==> src/rtl/sigma_delta_decimator.sv <==
// Third-order CIC (sinc^3) decimator: turns an oversampled 1-bit sigma-delta
// stream into signed WIDTH-bit PCM at one sample per 2**LOG2_RATE enabled inputs.
module sigma_delta_decimator #(
  parameter int WIDTH     = 16,
  parameter int LOG2_RATE = 6
) (
  input  logic                    clk,
  input  logic                    rst,
  input  logic                    en,
  input  logic                    sdIn,
  output logic signed [WIDTH-1:0] pcmOut,
  output logic                    outValid,
  output logic                    outSat
);

  localparam int ACC_W = 3 * LOG2_RATE + 2;
  localparam int SHIFT = 3 * LOG2_RATE - WIDTH + 1;

  localparam logic [LOG2_RATE-1:0]    CNT_MAX = '1;
  localparam logic [1:0]              PRIMED  = 2'd2;
  localparam logic signed [ACC_W-1:0] PCM_MAX = ACC_W'((1 <<< (WIDTH - 1)) - 1);
  localparam logic signed [ACC_W-1:0] PCM_MIN = ACC_W'(-(1 <<< (WIDTH - 1)));
  localparam logic signed [WIDTH-1:0] OUT_MAX = {1'b0, {(WIDTH - 1){1'b1}}};
  localparam logic signed [WIDTH-1:0] OUT_MIN = {1'b1, {(WIDTH - 1){1'b0}}};

  // The lower bound is unreachable for a sinc^3 of a +-1 stream but is still guarded.
  function automatic logic sat_hit(input logic signed [ACC_W-1:0] v);
    return (v > PCM_MAX) || (v < PCM_MIN);
  endfunction

  function automatic logic signed [WIDTH-1:0] clamp(input logic signed [ACC_W-1:0] v);
    if (v > PCM_MAX) return OUT_MAX;
    if (v < PCM_MIN) return OUT_MIN;
    return v[WIDTH-1:0];
  endfunction

  logic signed [ACC_W-1:0] i1_q, i1_d, i2_q, i2_d, i3_q, i3_d;
  logic signed [ACC_W-1:0] d0_q, d0_d, d1_q, d1_d, d2_q, d2_d;
  logic        [LOG2_RATE-1:0] cnt_q, cnt_d;
  logic        [1:0]           prime_q, prime_d;
  logic signed [WIDTH-1:0]     pcm_q, pcm_d;
  logic                        vld_q, vld_d;
  logic                        sat_q, sat_d;

  logic signed [ACC_W-1:0] x_s, i1_n, i2_n, i3_n, c1, c2, c3, y;
  logic                    strobe;

  always_comb begin
    x_s     = sdIn ? {{(ACC_W - 1){1'b0}}, 1'b1} : '1;
    i1_n    = i1_q + x_s;
    i2_n    = i2_q + i1_n;
    i3_n    = i3_q + i2_n;
    c1      = i3_n - d0_q;
    c2      = c1 - d1_q;
    c3      = c2 - d2_q;
    y       = c3 >>> SHIFT;
    strobe  = en && (cnt_q == CNT_MAX);

    i1_d    = i1_q;
    i2_d    = i2_q;
    i3_d    = i3_q;
    d0_d    = d0_q;
    d1_d    = d1_q;
    d2_d    = d2_q;
    cnt_d   = cnt_q;
    prime_d = prime_q;
    pcm_d   = pcm_q;
    sat_d   = sat_q;
    vld_d   = 1'b0;

    if (en) begin
      i1_d  = i1_n;
      i2_d  = i2_n;
      i3_d  = i3_n;
      cnt_d = cnt_q + LOG2_RATE'(1);
    end

    // Comb delays advance only at the decimated rate; the first two frames only prime them.
    if (strobe) begin
      d0_d = i3_n;
      d1_d = c1;
      d2_d = c2;
      if (prime_q == PRIMED) begin
        vld_d = 1'b1;
        pcm_d = clamp(y);
        sat_d = sat_hit(y);
      end else begin
        prime_d = prime_q + 2'd1;
      end
    end
  end

  always_ff @(posedge clk) begin
    if (rst) begin
      i1_q    <= '0;
      i2_q    <= '0;
      i3_q    <= '0;
      d0_q    <= '0;
      d1_q    <= '0;
      d2_q    <= '0;
      cnt_q   <= '0;
      prime_q <= '0;
      pcm_q   <= '0;
      vld_q   <= 1'b0;
      sat_q   <= 1'b0;
    end else begin
      i1_q    <= i1_d;
      i2_q    <= i2_d;
      i3_q    <= i3_d;
      d0_q    <= d0_d;
      d1_q    <= d1_d;
      d2_q    <= d2_d;
      cnt_q   <= cnt_d;
      prime_q <= prime_d;
      pcm_q   <= pcm_d;
      vld_q   <= vld_d;
      sat_q   <= sat_d;
    end
  end

  assign pcmOut   = pcm_q;
  assign outValid = vld_q;
  assign outSat   = sat_q;

endmodule

==> config.mk <==
export PLATFORM = sky130hd
export DESIGN_NAME = sigma_delta_decimator
export DESIGN_NICKNAME = d
export VERILOG_FILES = /design/src/rtl/sigma_delta_decimator.sv
export SDC_FILE = /design/constraint.sdc
export NUM_CORES = 1
export LEC_CHECK = 0
export ABC_AREA = 1
export CORE_MARGIN = 2
export CORE_UTILIZATION = 35
export CTS_CLUSTER_DIAMETER = 80
export DETAILED_ROUTE_END_ITERATION = 7
export SETUP_SLACK_MARGIN = 0.2
export SLEW_MARGIN = 0
export SYNTH_ARGS = -nofsm -noshare
export SYNTH_HDL_FRONTEND = slang
export SYNTH_SLANG_ARGS = --single-unit
==> constraint.sdc <==
create_clock -name clk -period 11 [get_ports clk]
set_clock_uncertainty 0.2 [all_clocks]
set_input_delay 2.2 -clock clk [delete_from_list [all_inputs] [get_ports clk]]
set_output_delay 2.2 -clock clk [all_outputs]
set_load 0.05 [all_outputs]
==> results of run 1 <==
==> registers in the layout, indices dropped and copies added, names as in the netlist <==
register  flops
d1_q         20
i1_q         20
outSat        1
d0_q         20
i3_q         20
i2_q         20
prime_q       2
outValid      1
pcmOut       16
cnt_q         6
d2_q         20
==> kinds of logic (layout without fill, tap and decap cells) <==
| logic type | Yosys count | after routing | share of synthesized area [%] |
|---|---|---|---|
| simple gates | 410 | 411 | 17.10 |
| flops | 146 | 146 | 27.88 |
| buf+inv | 307 | 343 | 11.18 |
| xor+xnor | 95 | 95 | 7.936 |
| compound gates | 412 | 412 | 21.11 |
| fa+ha+maj | 121 | 121 | 14.80 |
==> placed cells by master, fill, tap and decap left out, types with 4 or more instances in the layout <==
cell type        synthesis  final
inv_1                  260    256
nand2_1                182    182
a21oi_1                182    173
o21ai_0                159    148
dfxtp_1                146    146
nor2_1                 124    120
ha_1                   116    113
xor2_1                  59     56
nand3_1                 49     49
xnor2_1                 36     32
buf_4                    0     28
a21oi_2                 11     20
o21ai_1                 16     20
clkdlybuf4s50_1          0     19
clkbuf_16                0     17
nand2_2                 12     12
o211ai_1                11     11
nor2_2                   6      9
nand3_2                  8      9
o21ai_2                  0      7
a31oi_1                 10      7
or2_2                    7      7
nor3_1                   6      6
a21o_1                   6      6
nand4_1                  6      6
fa_1                     5      5
a21boi_1                 3      4
xnor2_2                  0      4
clkinvlp_4               0      4
clkinv_4                 0      4
==> layer usage <==
metal | vias to the layer above | track usage (%) | wire length, um
met1 | 4120 | 20.50 | 12010
met5 | - | 0 | 0
met4 | 0 | 4.132 | 248
met3 | 20 | 2.448 | 528
li1 | 4908 | - | -
met2 | 90 | 25.68 | 10770
==> worst max-delay path: cells and delay by family <==
kind,cells,cell delay (ns)
adders and majority gates,6,2.05
AOI/OAI and AO/OA,16,2.41
buffers and inverters,6,0.89
and+or+nand+nor,13,1.81
xor gates and xnor gates,5,0.95
==> synthesized netlist by cell type (12+ instances only) <==
library cell,n
o21ai_0,159
o21ai_1,16
nand3_1,49
clkbuf_1,37
nand2_2,12
inv_1,260
nand2_1,182
nor2_1,124
xor2_1,59
xnor2_1,36
ha_1,116
dfxtp_1,146
a21oi_1,182
==> final cells by class <==
class	count	area (um2)
clock inverters	12	110.1
repair buffers	50	430.4
fillers	3094	17570
flip-flops and latches	146	2923
multi-input cells	1039	6603
well taps	390	488.0
clock buffers	20	456.7
inverters	261	982.2
==> per-stage QoR <==
step / cell area, um2 / std cells
2_1_floorplan: 10490 / 1491
3_3_place_gp: 11150 / 1876
3_5_place_dp: 11150 / 1876
4_1_cts: 11720 / 1908
5_1_grt: 11990 / 1918
6_report: 11990 / 1918
==> timing repair <==
| action | 4_1_cts | 5_1_grt |
|---|---|---|
| buffers inserted | 0 | 9 |
| gates resized for setup | 1 | 55 |
| cloned | 0 | 1 |
| pin swaps | 0 | 12 |
| setup endpoints to repair | 12 | 17 |
==> worst max-delay path by stage <==
stage / from / end / slack, ns / depth (start not counted)
after CTS: sdIn / pcmOut[4] / 0.23 / 49
after floorplan: sdIn / pcmOut[13] / 1.23 / 45
final: sdIn / pcmOut[13] / 0.83 / 46
after global routing: sdIn / pcmOut[4] / 0.19 / 49
after global placement: sdIn / pcmOut[4] / -0.19 / 45
after detailed placement: sdIn / pcmOut[4] / -0.29 / 49
==> flow_summary.ini, run 1 <==
[run_status]
status = finished clean

[yosys]
yosys-top-cells-area = dfxtp_1 (28%), ha_1 (14%), inv_1 (9.3%)
synth_area_leader_cell = dfxtp_1
synth_edf_count = 0
synth_top_flop_cell = dfxtp_1
ys_types = 44
yosysWarnings = 0
synthArstFlopShare_pct = 0
netlist_instances = 1491
yosysSeqAreaShare_pct = 27.88
avgSynthCellArea_um2 = 7.032
synthesis.area_um2 = 10490
ys_ff_latch = 146
syn_nets = 1616
synth_top_area_share_pct = 27.88

[placed_design]
io_buffers = 21
routabilityCongestion = 0.8102
post-place-ws_ns = -0.2879
dp_hpwl_um = 16900

[setup_path]
cpMaxStageDelayCell = clkdlybuf4s50_1
reg2reg_depth = 44
slowest_delay_ns = 0.51
worst-setup-path-type = in -> reg
r2r_slack_ns = 2.85
rr_startpoint = i1_q[3]
worstSetupStartpointType = input port
timing.rr.end = pcmOut[13]
critPathMaxFanout = 7
crit_path_end_kind = register
cpMostUsedCell = nand2_1
cp_data_arrival_time_ns = 10.30
cp.required_ns = 11.12

[global_routing]
grt_pass1_vias = 8469
grt_util_all_layers_pct = 15.38
grt_overflow = 0
grt_first_pass_wirelength_um = 39890
grt_max_degree = 88
antenna_found_initial = 0

[drt]
viasPerCell = 4.764
drc_errors = 0
drtPass1Iterations = 5
wl_per_cell_um = 12.28
routed_wirelength_um = 23560
via_count = 9138
ant_nets = 0
drt-initial-drc-count = 447

[floorplan]
fp.dieW_um = 177.1
die_h_um = 177.1
core_area_um2 = 29560
dieArea_um2 = 31360
num_rows = 63
initial_core_util_pct = 35.47
boundaryPins = 22

[clock_tree]
cts-root-buf = clkbuf_16
cts_tree = done
cts_made_buffers = 17
cts_num_sinks = 146
ctsHoldBuffers = 0
cts.path.max_buffers = 2
insertion_delay_ns = 0.44
clkSlewWorstSetupHoldPaths_ns = 0.07
h-tree-depth = 4

[layout]
fin_util_pct = 40.57
area_delta_synth_final_pct = 14.38
diodes = 0
drive_gt1_share_pct = 9.948
nets = 1640

[sta]
hold_viol_final = 0
max_slew.worst_pin.slew_ns = 1.134
timing.fmax_ghz = 0.09829
grt_setup_unrepaired = no
setup_tns_ns = 0
finalSetupViolCount = 0
setup_slack_ns = 0.8261
whs_ns = 0.2623
final_max_slew_viol_count = 0
layout_min_cycle_time_ns = 10.17
relSlewSlack_pct = 24.09
finalCritPeriodShare_pct = 92.49

[min_path]
min_to = d2_q[2]
worstHoldStart = d2_q[2]
hp-class = reg -> reg
hold_path_depth = 2

[run]
drv_cap = 0
Power of run 1 is not shown: default switching activity piles up to over one toggle a cycle in this logic, so the estimate is an artifact.
==> run 2, diff against run 1 <==
- CORE_ASPECT_RATIO: unset -> 1.5
==> run 2 against run 1 <==
Effect of this change:
- worst setup slack improved by 0.034 ns
- count of clock-buffer cells in the layout increased by 1
- die area about the same
- global-route usage decreased by 0.60 points
- fmax increased by 0.34%
- critical endpoint is now pcmOut[11]
- final area about the same
- critical path type unchanged
- critical path depth decreased by 3
- flip-flop and latch count unchanged
==> flow_summary.ini, run 2 (synthesized netlist as in run 1, its figures left out) <==
[run_status]
status = finished clean

[floorplan]
die_h_um = 216.0
initial_core_util_pct = 35.57
boundaryPins = 22
core_area_um2 = 29480
num_rows = 77
fp.dieW_um = 145.3
dieArea_um2 = 31390

[layout]
drive_gt1_share_pct = 10.25
area_delta_synth_final_pct = 14.43
multi_input_area_um2 = 6628
layout_commonest_cell = inv_1
final_cell_mix = inv_1 (257), nand2_1 (181), a21oi_1 (173), o21ai_0 (149), dfxtp_1 (146)
nFillCells = 3064
diodes = 0
seqCellArea_um2 = 2923
nets = 1634

[clock_tree]
cts_num_sinks = 146
cts_made_buffers = 17
cts_tree = done
insertion_delay_ns = 0.44
cts.path.max_buffers = 2
h-tree-depth = 4
cts-root-buf = clkbuf_16
clkSlewWorstSetupHoldPaths_ns = 0.06
ctsHoldBuffers = 0

[setup_path]
crit_family = adder cells
worst-setup-path-type = in -> reg
crit_path_end_kind = register
cpMaxStageDelayCell = clkdlybuf4s50_1
cp_data_arrival_time_ns = 10.26
cp.buffers_inverters = 5
critPathMaxFanout = 11
worstSetupStartpointType = input port
slowest_delay_ns = 0.52
cp.required_ns = 11.12
cpMostUsedCell = nand2_1

[sta]
relSlewSlack_pct = 41.29
finalSetupViolCount = 0
layout_min_cycle_time_ns = 10.14
grt_setup_unrepaired = no
whs_ns = 0.2598
finalCritPeriodShare_pct = 92.18
timing.fmax_ghz = 0.09862
max_slew.worst_pin.slew_ns = 0.8807
hold_viol_final = 0
final_max_slew_viol_count = 0

[run]
drv_cap = 0

[global_routing]
grt_first_pass_wirelength_um = 38870
grt_pass1_vias = 8795
grt_overflow = 0
grt_util_all_layers_pct = 14.78
antenna_found_initial = 0
grt_max_degree = 88

[drt]
ant_nets = 0
drtPass1Iterations = 5
drt-initial-drc-count = 382
viasPerCell = 4.780
routed_wirelength_um = 23010
via_count = 9163
wl_per_cell_um = 12.00
drc_errors = 0

[placed_design]
routabilityCongestion = 0.8411
io_buffers = 21
dp_hpwl_um = 16610

[min_path]
hp-class = reg -> reg
run 2: cell count changes in the layout (fill, tap and decap cells not counted), moves of 3 or more:
cell      previous run  this run
xnor2_1             32        35
xor2_1              56        51
a21boi_1             4         1
clkinv_4             4         1
o21ai_1             20        16
buf_4               28        23
a21boi_2             1         5
xor2_2               3         8
inv_6                0         3
xnor2_2              4         1
run 2: final cells by class:
cell class	instances	area share, %
clock buffers	21	4.005
repair buffers	45	3.275
inverters	261	8.166
multi-input cells	1038	55.24
flip-flops and latches	146	24.36
well taps	395	4.119
clock inverters	11	0.8343
run 2: worst paths after layout:
path / startpoint / endpoint / slack, ns / cells past startpoint
hold reg to reg: d1_q[2] / d1_q[2] / 0.26 / 2
setup reg to reg: i1_q[2] / pcmOut[11] / 2.96 / 41
hold / removal: d1_q[2] / d1_q[2] / 0.26 / 2
setup / recovery: sdIn / pcmOut[11] / 0.86 / 43
run 2: metal layers:
| layer | wire length [um] | share of wire, % | global-route usage [%] |
|---|---|---|---|
| met5 | 0 | 0 | 0 |
| met4 | 729 | 3.2 | 6.601 |
| met3 | 516 | 2.2 | 2.304 |
| met2 | 11960 | 52 | 28.50 |
| met1 | 9804 | 43 | 15.63 |
run 2: what timing repair did:
action / CTS / global route
cloned: 0 / 0
buffers inserted: 0 / 4
gates resized for setup: 2 / 60
setup endpoints to repair: 11 / 17
pin swaps: 0 / 10
run 2: per-stage QoR:
| step | cell area [um2] | std cells | worst slack [ns] | utilization [%] | setup TNS [ns] |
|---|---|---|---|---|---|
| after floorplan | 10490 | 1491 | 1.229 | - | 0 |
| after global placement | 11150 | 1881 | -0.2090 | 37.83 | -2.212 |
| after detailed placement | 11150 | 1881 | -0.3861 | 37.83 | -4.934 |
| after CTS | 11740 | 1913 | 0.2796 | 39.82 | 0 |
| after global routing | 12000 | 1917 | 0.1574 | 40.70 | 0 |
| final | 12000 | 1917 | 0.8606 | 40.70 | 0 |
run 2: worst min-delay path, cell delays in order (launching register included):
cell and delay (ns):
dfxtp_1 0.30, inv_1 0.06, a21oi_1 0.06
Power of run 2 is left out for the same reason.
